### config.mk
export PLATFORM = sky130hd
export DESIGN_NAME = obuf_drain
export DESIGN_NICKNAME = d
export VERILOG_FILES = /design/src/rtl/obuf_drain_pkg.sv /design/src/rtl/skid_fifo2.sv /design/src/rtl/obuf_drain.sv
export SDC_FILE = /design/constraint.sdc
export NUM_CORES = 1
export LEC_CHECK = 0
export CAP_MARGIN = 10
export CORE_MARGIN = 2
export CORE_UTILIZATION = 55
export CTS_BUF_LIST = sky130_fd_sc_hd__clkbuf_8 sky130_fd_sc_hd__clkbuf_16
export DETAILED_ROUTE_END_ITERATION = 16
export MAX_ROUTING_LAYER = met4
export PLACE_DENSITY = 0.85
export SYNTH_ARGS = -nofsm -noshare
export SYNTH_HDL_FRONTEND = slang
export SYNTH_SLANG_ARGS = --single-unit
export TNS_END_PERCENT = 30
### constraint.sdc
create_clock -name i_clk -period 6.6 [get_ports i_clk]
set_input_delay 0.99 -clock i_clk [delete_from_list [all_inputs] [get_ports i_clk]]
set_output_delay 0.99 -clock i_clk [all_outputs]
set_load 0.005 [all_outputs]
### src/rtl/obuf_drain_pkg.sv
`default_nettype none
// ---------------------------------------------------------------------------
// obuf_drain_pkg : shared sizes of the output buffer and drain FSM encoding
// Revision: 1.0
// ---------------------------------------------------------------------------
package obuf_drain_pkg;

   localparam int c_vec_width = 64;
   localparam int c_arr_depth = 64;
   localparam int c_addr_w    = 6;

   typedef logic [1:0] state_t;

   localparam state_t c_st_idle  = 2'd0;
   localparam state_t c_st_run   = 2'd1;
   localparam state_t c_st_flush = 2'd2;
   localparam state_t c_st_done  = 2'd3;

endpackage
`default_nettype wire

### src/rtl/skid_fifo2.sv
`default_nettype none
// ---------------------------------------------------------------------------
// skid_fifo2 : 2-entry FIFO with registered head, push/pop may coincide
// Revision: 1.0
// ---------------------------------------------------------------------------
module skid_fifo2 #(
   parameter int WIDTH = 64
) (
   input  logic             i_clk,
   input  logic             i_rst_n,
   input  logic             i_push,
   input  logic [WIDTH-1:0] i_din,
   input  logic             i_pop,
   output logic [WIDTH-1:0] o_head,
   output logic [1:0]       o_occ
);

   logic [WIDTH-1:0] r_head;
   logic [WIDTH-1:0] r_tail;
   logic [1:0]       r_occ;
   logic             w_pop;
   logic             w_push;

   assign w_pop  = i_pop & (r_occ != 2'd0);
   // A push into a full FIFO is only legal when a pop frees a slot this cycle.
   assign w_push = i_push & ((r_occ != 2'd2) | w_pop);

   always_ff @(posedge i_clk) begin
      if (!i_rst_n) begin
         r_head <= '0;
         r_tail <= '0;
         r_occ  <= 2'd0;
      end else begin
         case ({w_push, w_pop})
            2'b10: begin
               if (r_occ == 2'd0) r_head <= i_din;
               else               r_tail <= i_din;
               r_occ <= r_occ + 2'd1;
            end
            2'b01: begin
               r_head <= r_tail;
               r_occ  <= r_occ - 2'd1;
            end
            2'b11: begin
               if (r_occ == 2'd1) begin
                  r_head <= i_din;
               end else begin
                  r_head <= r_tail;
                  r_tail <= i_din;
               end
            end
            default: ;
         endcase
      end
   end

   assign o_head = r_head;
   assign o_occ  = r_occ;

endmodule
`default_nettype wire

### src/rtl/obuf_drain.sv
`default_nettype none
// ---------------------------------------------------------------------------
// obuf_drain : streams buffered columns out of the output RAM over valid/ready
// Revision: 1.0
// ---------------------------------------------------------------------------
module obuf_drain
   import obuf_drain_pkg::*;
#(
   parameter int VEC_WIDTH = c_vec_width,
   parameter int ARR_DEPTH = c_arr_depth,
   parameter int ADDR_W    = c_addr_w
) (
   input  logic                 i_clk,
   input  logic                 i_rst_n,
   input  logic                 i_start,
   input  logic [ADDR_W:0]      i_len,
   output logic                 o_busy,
   output logic                 o_ram_re,
   output logic [ADDR_W-1:0]    o_ram_addr,
   input  logic [VEC_WIDTH-1:0] i_ram_data,
   output logic [VEC_WIDTH-1:0] o_data,
   output logic                 o_valid,
   input  logic                 i_ready,
   output logic                 o_last,
   output logic                 o_done
);

   localparam logic [ADDR_W:0] c_depth = (ADDR_W+1)'(ARR_DEPTH);
   localparam logic [ADDR_W:0] c_one   = (ADDR_W+1)'(1);

   state_t          r_state;
   state_t          w_next;
   logic [ADDR_W:0] r_len;
   logic [ADDR_W:0] r_rd_cnt;
   logic [ADDR_W:0] r_beat_cnt;
   logic            r_inflight;
   logic [ADDR_W:0] w_len_eff;
   logic [ADDR_W:0] w_len_m1;
   logic [1:0]      w_occ;
   logic [2:0]      w_level;
   logic            w_pop;
   logic            w_re;

   assign w_len_eff = ((i_len == '0) || (i_len > c_depth)) ? c_depth : i_len;
   assign w_len_m1  = r_len - c_one;
   assign o_valid   = (w_occ != 2'd0);
   assign w_pop     = o_valid & i_ready;
   // Entries the FIFO will hold once the outstanding read lands and this cycle's pop leaves.
   assign w_level   = {1'b0, w_occ} + {2'b00, r_inflight} - {2'b00, w_pop};

   always_ff @(posedge i_clk) begin
      if (!i_rst_n) r_state <= c_st_idle;
      else          r_state <= w_next;
   end

   always_comb begin
      w_next = r_state;
      case (r_state)
         c_st_idle:  if (i_start) w_next = c_st_run;
         c_st_run:   if (w_re && (r_rd_cnt == w_len_m1)) w_next = c_st_flush;
         c_st_flush: if (!r_inflight && ((w_occ == 2'd0) || ((w_occ == 2'd1) && w_pop)))
                        w_next = c_st_done;
         default:    w_next = c_st_idle;
      endcase
   end

   always_comb begin
      o_busy = (r_state != c_st_idle);
      w_re   = (r_state == c_st_run) && (w_level < 3'd2);
      o_done = (r_state == c_st_done);
   end

   always_ff @(posedge i_clk) begin
      if (!i_rst_n) begin
         r_len      <= '0;
         r_rd_cnt   <= '0;
         r_beat_cnt <= '0;
         r_inflight <= 1'b0;
      end else begin
         r_inflight <= w_re;
         if ((r_state == c_st_idle) && i_start) begin
            r_len      <= w_len_eff;
            r_rd_cnt   <= '0;
            r_beat_cnt <= '0;
         end else begin
            if (w_re)  r_rd_cnt   <= r_rd_cnt + c_one;
            if (w_pop) r_beat_cnt <= r_beat_cnt + c_one;
         end
      end
   end

   assign o_ram_re   = w_re;
   assign o_ram_addr = r_rd_cnt[ADDR_W-1:0];
   assign o_last     = o_valid & (r_beat_cnt == w_len_m1);

   skid_fifo2 #(
      .WIDTH (VEC_WIDTH)
   ) u_fifo (
      .i_clk   (i_clk),
      .i_rst_n (i_rst_n),
      .i_push  (r_inflight),
      .i_din   (i_ram_data),
      .i_pop   (w_pop),
      .o_head  (o_data),
      .o_occ   (w_occ)
   );

endmodule
`default_nettype wire

=== Yosys cells after proc, flatten, opt, wreduce, memory -nomap -nowiden ===
Index checks and enable logic that the tools add are counted.

* Logic and storage cells: 71
* Output and inout bits: 75
* Bits in writable memories: 0
* ROM bits: 0
* Latch bits: 0
* Memories kept: 0
* Register bits: 154

* Order comparisons: 2
* Divide/modulo/power cells: 0
* Equal/unequal tests: 16
* Multipliers: 0
* $add $sub $neg: 7
* Mux-type cells: 12
* Reductions and logical operators: 20
* Bitwise operators: 6
* Shift-type cells: 0

{| class="wikitable"
|+ Operators by type and width
! operator !! count
|-
| two-way mux 64 bit || 4
|-
| case mux 64 bit (3 select lines) || 1
|-
| case mux 64 bit (2 select lines) || 1
|-
| adder 7 x 1 -> 7 bit, second input constant || 2
|-
| equality test 7 bit || 2
|-
| != test 2 bit, second input constant || 7
|-
| equality test 2 bit, second input constant || 4
|-
| nonzero test 2 bit || 4
|-
| > comparator 7 bit, second input constant || 1
|-
| logical NOT 7 bit || 1
|-
| two-way mux 7 bit || 1
|-
| subtractor 7 x 1 -> 7 bit, second input constant || 1
|-
| equality test 2 x 1 -> 1 bit, second input constant || 3
|-
| two-way mux 2 bit || 3
|-
| case mux 2 bit (3 select lines) || 1
|-
| AND reduction 3 bit || 2
|-
| logical AND 1 bit || 5
|-
| bitwise AND 1 bit || 4
|-
| logical NOT 2 bit || 2
|-
| case mux 2 bit (2 select lines) || 1
|-
| adder 2 x 1 -> 3 bit || 1
|-
| less-than comparator 3 x 2 -> 1 bit, second input constant || 1
|-
| nonzero test 3 bit || 1
|-
| subtractor 3 x 1 -> 3 bit || 1
|-
| other kinds (8) || 9
|}

=== Longest topological paths before layout ===
Gate-level depths: netlist of the first run.

* Word-level depth: 8
* Gate-level depth with buffers: 15
* Gate-level depth less buffers: 14

=== Modules after synthesis ===
A second synthesis of the first run with hierarchy kept.

* Cell total of the unflattened synthesis: 787
* Area, all modules: 6691.4 um^2

{| class="wikitable"
|+ By module, submodules not included
! module !! times used !! cells an instance !! area an instance (um^2) !! sequential area each (um^2)
|-
| skid_fifo2 || 1 || 599 || 5077.4 || 2602.5
|-
| obuf_drain || 1 || 188 || 1614.0 || 480.5
|}

=== Least setup slack after synthesis of the first run ===
OpenSTA, ideal clock, no wires.

* Kind: input-to-output
* Start point: in i_ready
* End point: out o_ram_re
* Data arrival time: 2.444 ns
* Slack: 3.166 ns
* Cell stages on the path: 8
* Cell sequence: nand2_1 > inv_2 > ha_1 > nand2b_1 > fa_1 > xnor2_1 > and3_1 > buf_4

* Word-level cells in the longest chain between the ends: 4

{| class="wikitable"
|+ Ends and longest elaborated chain
! item !! line !! text
|-
| start: declaration || obuf_drain.sv:23 || <nowiki>input logic i_ready,</nowiki>
|-
| bitwise AND 1 bit || obuf_drain.sv:47 || <nowiki>assign w_pop = o_valid & i_ready;</nowiki>
|-
| via u_fifo.i_pop || skid_fifo2.sv:13 || <nowiki>input logic i_pop,</nowiki>
|-
| subtractor 3 x 1 -> 3 bit || obuf_drain.sv:49 || <nowiki>assign w_level = {1'b0, w_occ} + {2'b00, r_inflight} - {2'b00, w_pop};</nowiki>
|-
| less-than comparator 3 x 2 -> 1 bit || obuf_drain.sv:69 || <nowiki>w_re = (r_state == c_st_run) && (w_level < 3'd2);</nowiki>
|-
| logical AND 1 bit || obuf_drain.sv:69 ||
|-
| end: declaration || obuf_drain.sv:18 || <nowiki>output logic o_ram_re,</nowiki>
|}

The timed path passes the listed nets, and every way through them passes these cells.

=== Worst setup path after layout of the first run ===
Ends and elaborated chain as after synthesis.

==> results of run 1 <==
final cells by class:
cell class                      instances  area, µm²
Inverter                               13       48.8
Clock inverter                         10        116
Multi-Input combinational cell        542       3570
Timing Repair Buffer                  153       1520
Sequential cell                       154       3080
Tap cell                              172        215
Fill cell                             920       3430
Clock buffer                           21        480
per-stage QoR:
step / total power [W] / util / cells
after floorplan: 0.00211 / - / 768
after global placement: 0.00269 / 0.677 / 1034
after detailed placement: 0.00275 / 0.677 / 1034
after CTS: 0.00373 / 0.725 / 1065
after global routing: 0.00391 / 0.725 / 1065
final: 0.00371 / 0.725 / 1065
layer usage:
metal  wire length [µm]  vias to the layer above
met2               8650                      174
met4                478                        0
met3                931                       48
li1                   -                     2837
met1               7220                     2825
met5                  0                        -
registers in the layout, summed over array words and instances, names as in the netlist:
register / flops
u_fifo.o_head: 64
u_fifo.o_occ: 2
r_inflight: 1
r_rd_cnt: 7
r_beat_cnt: 7
r_len: 7
r_state: 2
u_fifo.r_tail: 64
path summary, 6_finish.rpt:
kind | startpoint | end | slack, ps | cells past startpoint
setup reg to reg | u_fifo.o_occ[1]$_SDFFE_PN0P_ | r_state[0]$_SDFFE_PN0P_ | 2880 | 14
setup / recovery | i_ready | o_ram_re | 1840 | 9
hold / removal | u_fifo.r_tail[47]$_SDFFE_PN0P_ | u_fifo.r_tail[47]$_SDFFE_PN0P_ | 460 | 2
hold reg to reg | u_fifo.r_tail[47]$_SDFFE_PN0P_ | u_fifo.r_tail[47]$_SDFFE_PN0P_ | 460 | 2
kinds of logic (layout without fill, tap and decap cells):
family          after synthesis  in the layout  synth area share
mux                          69             69            0.0993
compound gates              162            162             0.194
buf+inv                      72            197            0.0462
fa+ha+maj                    12             12            0.0227
simple gates                273            273             0.162
flops                       154            154             0.443
xor+xnor                     26             26            0.0327
report_power, final:
part | switching [W] | internal, W
clock network | 0.000377 | 0.000595
logic | 0.000651 | 0.000762
registers | 0.000162 | 0.00116
total | 0.00119 | 0.00252
worst min-delay path: cells and delay by family, from the launching register on:
family | cells | cell delay (ps)
flops | 1 | 310
simple gates | 1 | 50
compound gates | 1 | 50
cells in the final DEF (no fill, tap or decap), drive strengths merged, types with 2 or more instances in the layout:
cell,count
a21oi,11
xnor2,16
nand2b,3
clkinv,5
clkinvlp,2
a21boi,64
o21ai,10
nor2,20
and3,4
bufinv,2
ha,11
o211a,65
o211ai,2
o2111ai,2
and4,2
mux2i,69
nor2b,6
nor4,2
and2,3
or3,3
nand4,5
buf,5
nor3b,2
nand3,2
clkbuf,21
nand2,217
clkdlybuf4s50,148
inv,14
dfxtp,154
a22o,2
xor2,10
==> out/results.ini, run 1 <==
[outcome]
outcome = finished clean

[die]
coreArea_mm2 = 0.0125
die_x_um = 116
start_util = 0.558
die_h_um = 116
rows = 41
ios = 150
die_area_mm2 = 0.0136

[grt]
grt_pass1_wl_um = 27200
grt_max_degree = 98
antenna_found_initial = 0
grt_most_used_layer = met2
grtUsageMet1 = 0.303
overflow = 0
grt_use_met3 = 0.0706
first_global_vias = 5871
grt_usage = 0.264
use_met2 = 0.436

[final_layout]
area_growth_pct = 29.9
fin_nets = 968
drive_gt1_frac = 0.0504
antenna_cells = 0
fin_area_mm2 = 0.00903

[sta]
setup_tns_ps = 0
min_period_ps = 4760
hold_slack_ps = 456
rsz0062_at_grt = no
tightest_slew_ps = 1180
hold_viol = 0
post-route-period-util = 0.721
slew_headroom = 0.214
setup_viol_count_final = 0
max_freq_ghz = 0.210
setup_ws_ps = 1840
finalMaxSlewViolations = 0
fin_skew_ps = 6.66

[synthesis]
yosysMostFrequentCell = nand2_1
synth_top_cell_by_area = dfxtp_1
synth.top_cell.area_share = 0.443
ys_ff_latch = 154
synth-seq-area-share = 0.443
synth-edff-count = 0
synth_cells = 768
syn_nets = 855
synth_cell_types = 46
avgSynthCellArea_um2 = 9.05
synth_ff_type = dfxtp_1
syn_area_mm2 = 0.00695
async_reset_ff_frac = 0
synthTopCellsByArea = dfxtp_1, nand2_1, mux2i_1
synth_top_cells_by_count = nand2_1, dfxtp_1, mux2i_1
ys_warn_count = 0

[clocking]
cts_tree = done
ctsResizeCount = 0
clk_pin_slew_ps = 60
cts_setup_buffers = 0
htreeDepth = 4
numCtsBuffers = 17
cts.sinks = 154
clockBufferDepth = 2
cts-root-buf = clkbuf_16
clock_latency_ps = 420
postCtsHoldBufs = 0

[place]
io_buffers = 149
placed_area_mm2 = 0.00844
post-place-ws_ps = 1840
place_congestion = 0.935
dpl.hpwl_um = 11400

[pwr]
ir_worst_vdd_mv = 0.209
power.leakage_nw = 4.28
power.density_mw_per_mm2 = 411

[worst_setup_path]
crit_family = buffers and inverters
endpoint_kind = primary output
cp.required_ps = 5610
cp_data_arrival_time_ps = 3770
crit_fanout = 10
start_kind = input port
crit_top_cell = clkdlybuf4s50_1
slowest_stage = clkdlybuf4s50_1
crit_type = in -> out
critPathBufInv = 3
max_stage_delay_ps = 570
cp_cell_sequence = clkdlybuf4s50_1, nand2_1, inv_2, ha_1, nand2b_1, fa_1, xnor2_1, and3_1, clkdlybuf4s50_1

[detailed_routing]
drc = 0
first_pass_iters = 7
num_vias = 5884
vias_per_cell = 5.52
ant_nets = 0
drt-total-wl_um = 17300
drt_iter0_drc = 428
wl_per_cell_um = 16.2

[worst_hold_path]
worstHoldPathType = reg -> reg

[run]
maxCapViolCount = 0

No activity file was read; power rests on OpenSTA's default activity.
==> inputs of run 2 (changes only) <==
Settings changed: CORE_UTILIZATION 55 to 46, PLACE_DENSITY 0.85 to 0.75.
Clock period 6.6 ns to 4.3 ns, I/O delays scaled along.
==> run 2 against run 1 <==
Against the previous run: cell count increased by 1.4%; non-clock buffer count increased by 3; clock power increased by 61%; wire length decreased by 6.6%; highest routed layer unchanged; die area increased by 19%; clock skew decreased by 1.6 ps; count of clock-buffer cells in the layout decreased by 3; global-route usage decreased by 5.5 points; critical path depth increased by 2; via count decreased by 4.4%; design area increased by 1.0%.
==> out/results.ini, run 2 (synthesized netlist as in run 1, its figures left out) <==
[outcome]
outcome = finished clean  ; unchanged

[clocking]
clock_latency_ps = 420  ; about the same
clockBufferDepth = 2  ; unchanged
htreeDepth = 4  ; unchanged
ctsResizeCount = 0  ; unchanged
cts.sinks = 154  ; unchanged
cts_setup_buffers = 0  ; unchanged
numCtsBuffers = 17  ; unchanged
clk_pin_slew_ps = 60  ; about the same
cts-root-buf = clkbuf_16  ; unchanged
cts_tree = done  ; unchanged
postCtsHoldBufs = 0  ; unchanged

[worst_setup_path]
crit_type = reg -> out  ; was in -> out
cp.required_ps = 3650  ; was 5610 ps
start_kind = flip-flop  ; was input port
rrSetupSlack_ps = 690  ; was 2880 ps
endpoint_kind = primary output  ; unchanged
crit_fanout = 10  ; unchanged
cp_data_arrival_time_ps = 3430  ; was 3770 ps

[sta]
tightest_slew_ps = 950  ; was 1180 ps
setup_tns_ps = 0  ; unchanged
hold_viol = 0  ; unchanged
fin_skew_ps = 5.05  ; was 6.66 ps
post-route-period-util = 0.947
max_freq_ghz = 0.246
min_period_ps = 4070
setup_viol_count_final = 0  ; unchanged
finalMaxSlewViolations = 0  ; unchanged
slew_headroom = 0.367  ; was 0.214
rsz0062_at_grt = no  ; unchanged

[pwr]
internal_power_w = 0.00395  ; was 0.00252 W
comb_power_share = 0.380  ; was 0.381
power.density_mw_per_mm2 = 631  ; was 411 mW/mm²
swShare = 0.314  ; was 0.321
clkPwrFrac = 0.271  ; was 0.262
power.leakage_nw = 4.32  ; was 4.28 nW
ir_worst_vdd_mv = 0.325  ; was 0.209 mV
p_sw_w = 0.00181  ; was 0.00119 W
pwr-share-seq = 0.348  ; was 0.357

[detailed_routing]
drt-total-wl_um = 16100  ; was 17,300 µm
drc = 0  ; unchanged
wl_per_cell_um = 14.9  ; was 16.2 µm
drt_iter0_drc = 359  ; was 428
num_vias = 5628  ; was 5,884
first_pass_iters = 4  ; was 7
ant_nets = 0  ; unchanged
vias_per_cell = 5.21  ; was 5.52

[final_layout]
fin_area_mm2 = 0.00913  ; was 0.00903 mm²
drive_gt1_frac = 0.0525  ; was 0.0504
mostFrequentLayoutCell = nand2_1  ; unchanged
area_growth_pct = 31.3  ; was 29.9%
multi_input_area_mm2 = 0.00357  ; unchanged
nFillCells = 1263  ; was 920
final_cells = 1080  ; was 1,065
fin_nets = 971  ; was 968
antenna_cells = 0  ; unchanged
seqCellArea_mm2 = 0.00308  ; unchanged
final_cell_mix = nand2_1, dfxtp_1, clkdlybuf4s50_1, mux2i_1, o211a_1  ; unchanged

[grt]
grt_pass1_wl_um = 26300  ; was 27,200 µm
grt_usage = 0.209  ; was 0.264
overflow = 0  ; unchanged
first_global_vias = 5262  ; was 5,871
antenna_found_initial = 0  ; unchanged
grt_max_degree = 106  ; was 98

[worst_hold_path]
worstHoldPathType = reg -> reg  ; unchanged

[place]
placed_area_mm2 = 0.00851  ; was 0.00844 mm²
place_congestion = 0.880  ; was 0.935
dpl.hpwl_um = 10400  ; was 11,400 µm
dp.cells = 1049  ; was 1,034
io_buffers = 149  ; unchanged

[run]
maxCapViolCount = 0  ; unchanged

[die]
die_h_um = 127  ; was 116 µm
rows = 44  ; was 41
coreArea_mm2 = 0.0146  ; was 0.0125 mm²
die_x_um = 127  ; was 116 µm
die_area_mm2 = 0.0161  ; was 0.0136 mm²
start_util = 0.475  ; was 0.558
ios = 150  ; unchanged

-- run 2: per-layer routing --
metal	vias up	GRT usage	routed length, µm
met3	17	0.0569	844
met1	2623	0.273	7800
met2	137	0.320	7310
met4	0	0.0621	184
met5	-	-	0
li1	2851	-	-
-- run 2: power by group through the flow --
stage	Clock (W)	Combinational [W]	Sequential (W)
5_1_grt	0.00166	0.00240	0.00205
3_3_place_gp	0	0.00219	0.00203
3_5_place_dp	0	0.00220	0.00203
4_1_cts	0.00159	0.00222	0.00201
6_report	0.00156	0.00219	0.00201
2_1_floorplan	0	0.00122	0.00202
-- run 2: worst paths after layout --
| kind | startpoint | to | depth (start not counted) |
|---|---|---|---|
| worst min register to register | u_fifo.r_tail[11]$_SDFFE_PN0P_ | u_fifo.r_tail[11]$_SDFFE_PN0P_ | 2 |
| worst min-delay path | u_fifo.r_tail[11]$_SDFFE_PN0P_ | u_fifo.r_tail[11]$_SDFFE_PN0P_ | 2 |
| worst max register to register | u_fifo.o_occ[1]$_SDFFE_PN0P_ | r_state[1]$_SDFFE_PN0P_ | 15 |
| worst max-delay path | u_fifo.o_occ[1]$_SDFFE_PN0P_ | o_ram_re | 11 |
-- run 2: layout make-up --
| class | instances | share of cell area |
|---|---|---|
| multi-input cells | 542 | 0.391 |
| flip-flops and latches | 154 | 0.338 |
| repair buffers | 156 | 0.173 |
| clock buffers | 18 | 0.0481 |
| well taps | 184 | 0.0252 |
| clock inverters | 13 | 0.0193 |
| inverters | 13 | 0.00535 |
-- run 2: metrics by stage --
step / power [W] / util / hold WS [ps] / setup WS, ps
after global routing: 0.00610 / 0.623 / 465 / 66.8
after global placement: 0.00421 / 0.581 / 439 / 482
after CTS: 0.00582 / 0.623 / 452 / 232
after detailed placement: 0.00423 / 0.581 / 444 / 428
final: 0.00576 / 0.623 / 451 / 228
after floorplan: 0.00324 / - / 434 / 1200
-- run 2: critical path: stages, from the launching register on --
cell	delay (ps)
dfxtp_1	450
inv_1	120
ha_1	220
inv_1	100
nand2_1	180
inv_2	220
ha_1	260
nand2b_1	160
fa_1	400
xnor2_1	160
and3_1	220
clkdlybuf4s50_1	530
==> inputs of run 3 (changes only) <==
Settings changed: CELL_PAD_IN_SITES_DETAIL_PLACEMENT set to 2, CELL_PAD_IN_SITES_GLOBAL_PLACEMENT set to 2, CORE_UTILIZATION 46 to 28, PLACE_DENSITY 0.75 to 0.76, SKIP_CTS_REPAIR_TIMING set to 1.
==> run 3 against run 2 <==
Against the previous run: hold slack better by 1.6 ps; non-clock buffer count rose by 2; critical path depth stayed put; total power up 0.12%; design area is 1.5% higher; clock power fell by 5%; sequential power barely moved; first-iteration DRC count fell by 46%; largest power group unchanged; sequential cell count is the same; critical path type unchanged; sequential share of layout area is 0.51 points lower; global-route usage is 4.3 points lower; wire length up 30%.
==> out/results.ini, run 3 (synthesized netlist as in run 1, its figures left out) <==
[detailed_routing]
drt_iter0_drc = 193  ; was 359
vias_per_cell = 4.80  ; was 5.21
drc = 0  ; unchanged
ant_nets = 0  ; unchanged
num_vias = 5880  ; was 5,628
first_pass_iters = 4  ; unchanged
drt-total-wl_um = 21000  ; was 16,100 µm
wl_per_cell_um = 17.2  ; was 14.9 µm

[final_layout]
fin_area_mm2 = 0.00927  ; was 0.00913 mm²
final_cell_mix = nand2_1, dfxtp_1, clkdlybuf4s50_1, mux2i_1, o211a_1  ; unchanged
mostFrequentLayoutCell = nand2_1  ; unchanged
nFillCells = 2694  ; was 1,263
drive_gt1_frac = 0.0567  ; was 0.0525
area_growth_pct = 33.3  ; was 31.3%
fin_nets = 973  ; was 971

[clocking]
cts.sinks = 154  ; unchanged
clock_latency_ps = 430  ; was 420 ps
cts_tree = done  ; unchanged
clk_pin_slew_ps = 70  ; was 60 ps
numCtsBuffers = 17  ; unchanged
htreeDepth = 4  ; unchanged
clockBufferDepth = 2  ; unchanged
cts-root-buf = clkbuf_16  ; unchanged

[pwr]
power.leakage_nw = 4.31  ; was 4.32 nW
power.density_mw_per_mm2 = 622  ; was 631 mW/mm²
ir_worst_vdd_mv = 0.238  ; was 0.325 mV

[worst_setup_path]
cp.required_ps = 3650  ; about the same
max_stage_delay_ps = 520  ; was 530 ps
cp_cell_sequence = inv_1, ha_1, inv_1, nand2_1, inv_2, ha_1, nand2b_1, fa_1, xnor2_1, and3_1, clkdlybuf4s50_1  ; unchanged
critPathBufInv = 4  ; unchanged
slowest_stage = clkdlybuf4s50_1  ; unchanged
cp_data_arrival_time_ps = 3390  ; was 3430 ps
start_kind = flip-flop  ; unchanged
crit_type = reg -> out  ; unchanged
endpoint_kind = primary output  ; unchanged
crit_fanout = 10  ; unchanged
crit_family = buffers and inverters  ; unchanged

[place]
placed_area_mm2 = 0.00869  ; was 0.00851 mm²
io_buffers = 149  ; unchanged
post-place-ws_ps = 437  ; was 428 ps
dpl.hpwl_um = 13800  ; was 10,400 µm
place_congestion = 0.773  ; was 0.880

[grt]
grt_max_degree = 77  ; was 106
first_global_vias = 6357  ; was 5,262
grt_usage = 0.167  ; was 0.209
overflow = 0  ; unchanged
antenna_found_initial = 2  ; was 0
grt_pass1_wl_um = 33600  ; was 26,300 µm

[die]
ios = 150  ; unchanged
die_area_mm2 = 0.0261  ; was 0.0161 mm²
start_util = 0.286  ; was 0.475
die_h_um = 162  ; was 127 µm
rows = 57  ; was 44
coreArea_mm2 = 0.0243  ; was 0.0146 mm²
die_x_um = 162  ; was 127 µm

[sta]
post-route-period-util = 0.938  ; was 0.947
hold_slack_ps = 452  ; was 451 ps
tightest_slew_ps = 795  ; was 950 ps
fin_skew_ps = 11.9  ; was 5.05 ps
rsz0062_at_grt = no  ; unchanged
max_freq_ghz = 0.248  ; was 0.246 GHz
setup_viol_count_final = 0  ; unchanged
hold_viol = 0  ; unchanged
min_period_ps = 4030  ; was 4070 ps
setup_ws_ps = 267  ; was 228 ps
finalMaxSlewViolations = 0  ; unchanged
slew_headroom = 0.470  ; was 0.367
setup_tns_ps = 0  ; unchanged

[worst_hold_path]
worstHoldPathType = reg -> reg  ; unchanged

[run]
maxCapViolCount = 0  ; unchanged

[outcome]
outcome = finished clean  ; unchanged

## run 3: cell type report
class / instances / area [µm²] / share of cell area
clock buffers: 18 / 439 / 0.0474
inverters: 13 / 48.8 / 0.00527
flip-flops and latches: 154 / 3080 / 0.333
repair buffers: 158 / 1580 / 0.171
multi-input cells: 542 / 3570 / 0.385
well taps: 324 / 405 / 0.0437
clock inverters: 14 / 134 / 0.0144
diodes: 2 / 5.00 / 0.000540
## run 3: report_power, final
part | leakage [nW] | internal, W | switching [W]
Combinational | 2.77 | 0.00119 | 0.00107
Sequential | 1.25 | 0.00178 | 0.000241
Clock | 0.284 | 0.000825 | 0.000659
## run 3: layer usage
| metal | GRT usage | wire [µm] | share of wire |
|---|---|---|---|
| met5 | - | 0 | 0 |
| met4 | 0.0418 | 184 | 0.0087 |
| met3 | 0.0419 | 909 | 0.043 |
| met1 | 0.195 | 9420 | 0.45 |
| met2 | 0.287 | 10500 | 0.50 |
## run 3: worst paths after layout
path | slack [ps] | end | cells past startpoint | startpoint
max | 270 | o_ram_re | 11 | u_fifo.o_occ[1]$_SDFFE_PN0P_
min | 450 | u_fifo.r_tail[55]$_SDFFE_PN0P_ | 2 | u_fifo.r_tail[55]$_SDFFE_PN0P_
max reg2reg | 700 | r_state[1]$_SDFFE_PN0P_ | 15 | u_fifo.o_occ[1]$_SDFFE_PN0P_
min reg2reg | 450 | u_fifo.r_tail[55]$_SDFFE_PN0P_ | 2 | u_fifo.r_tail[55]$_SDFFE_PN0P_
## run 3: per-stage QoR
| stage | utilization | power [W] | std cells |
|---|---|---|---|
| floorplan | - | 0.00324 | 768 |
| finish | 0.381 | 0.00577 | 1225 |
| CTS | 0.381 | 0.00590 | 1223 |
| global route | 0.381 | 0.00616 | 1225 |
| detailed placement | 0.357 | 0.00435 | 1191 |
| global placement | 0.357 | 0.00429 | 1191 |
## run 3: worst min-delay path, delay by kind of cell, from the launching register on
family | cells | cell delay [ps]
flip-flops | 1 | 310
AO/OA/AOI/OAI | 1 | 50
AND/OR/NAND/NOR | 1 | 50
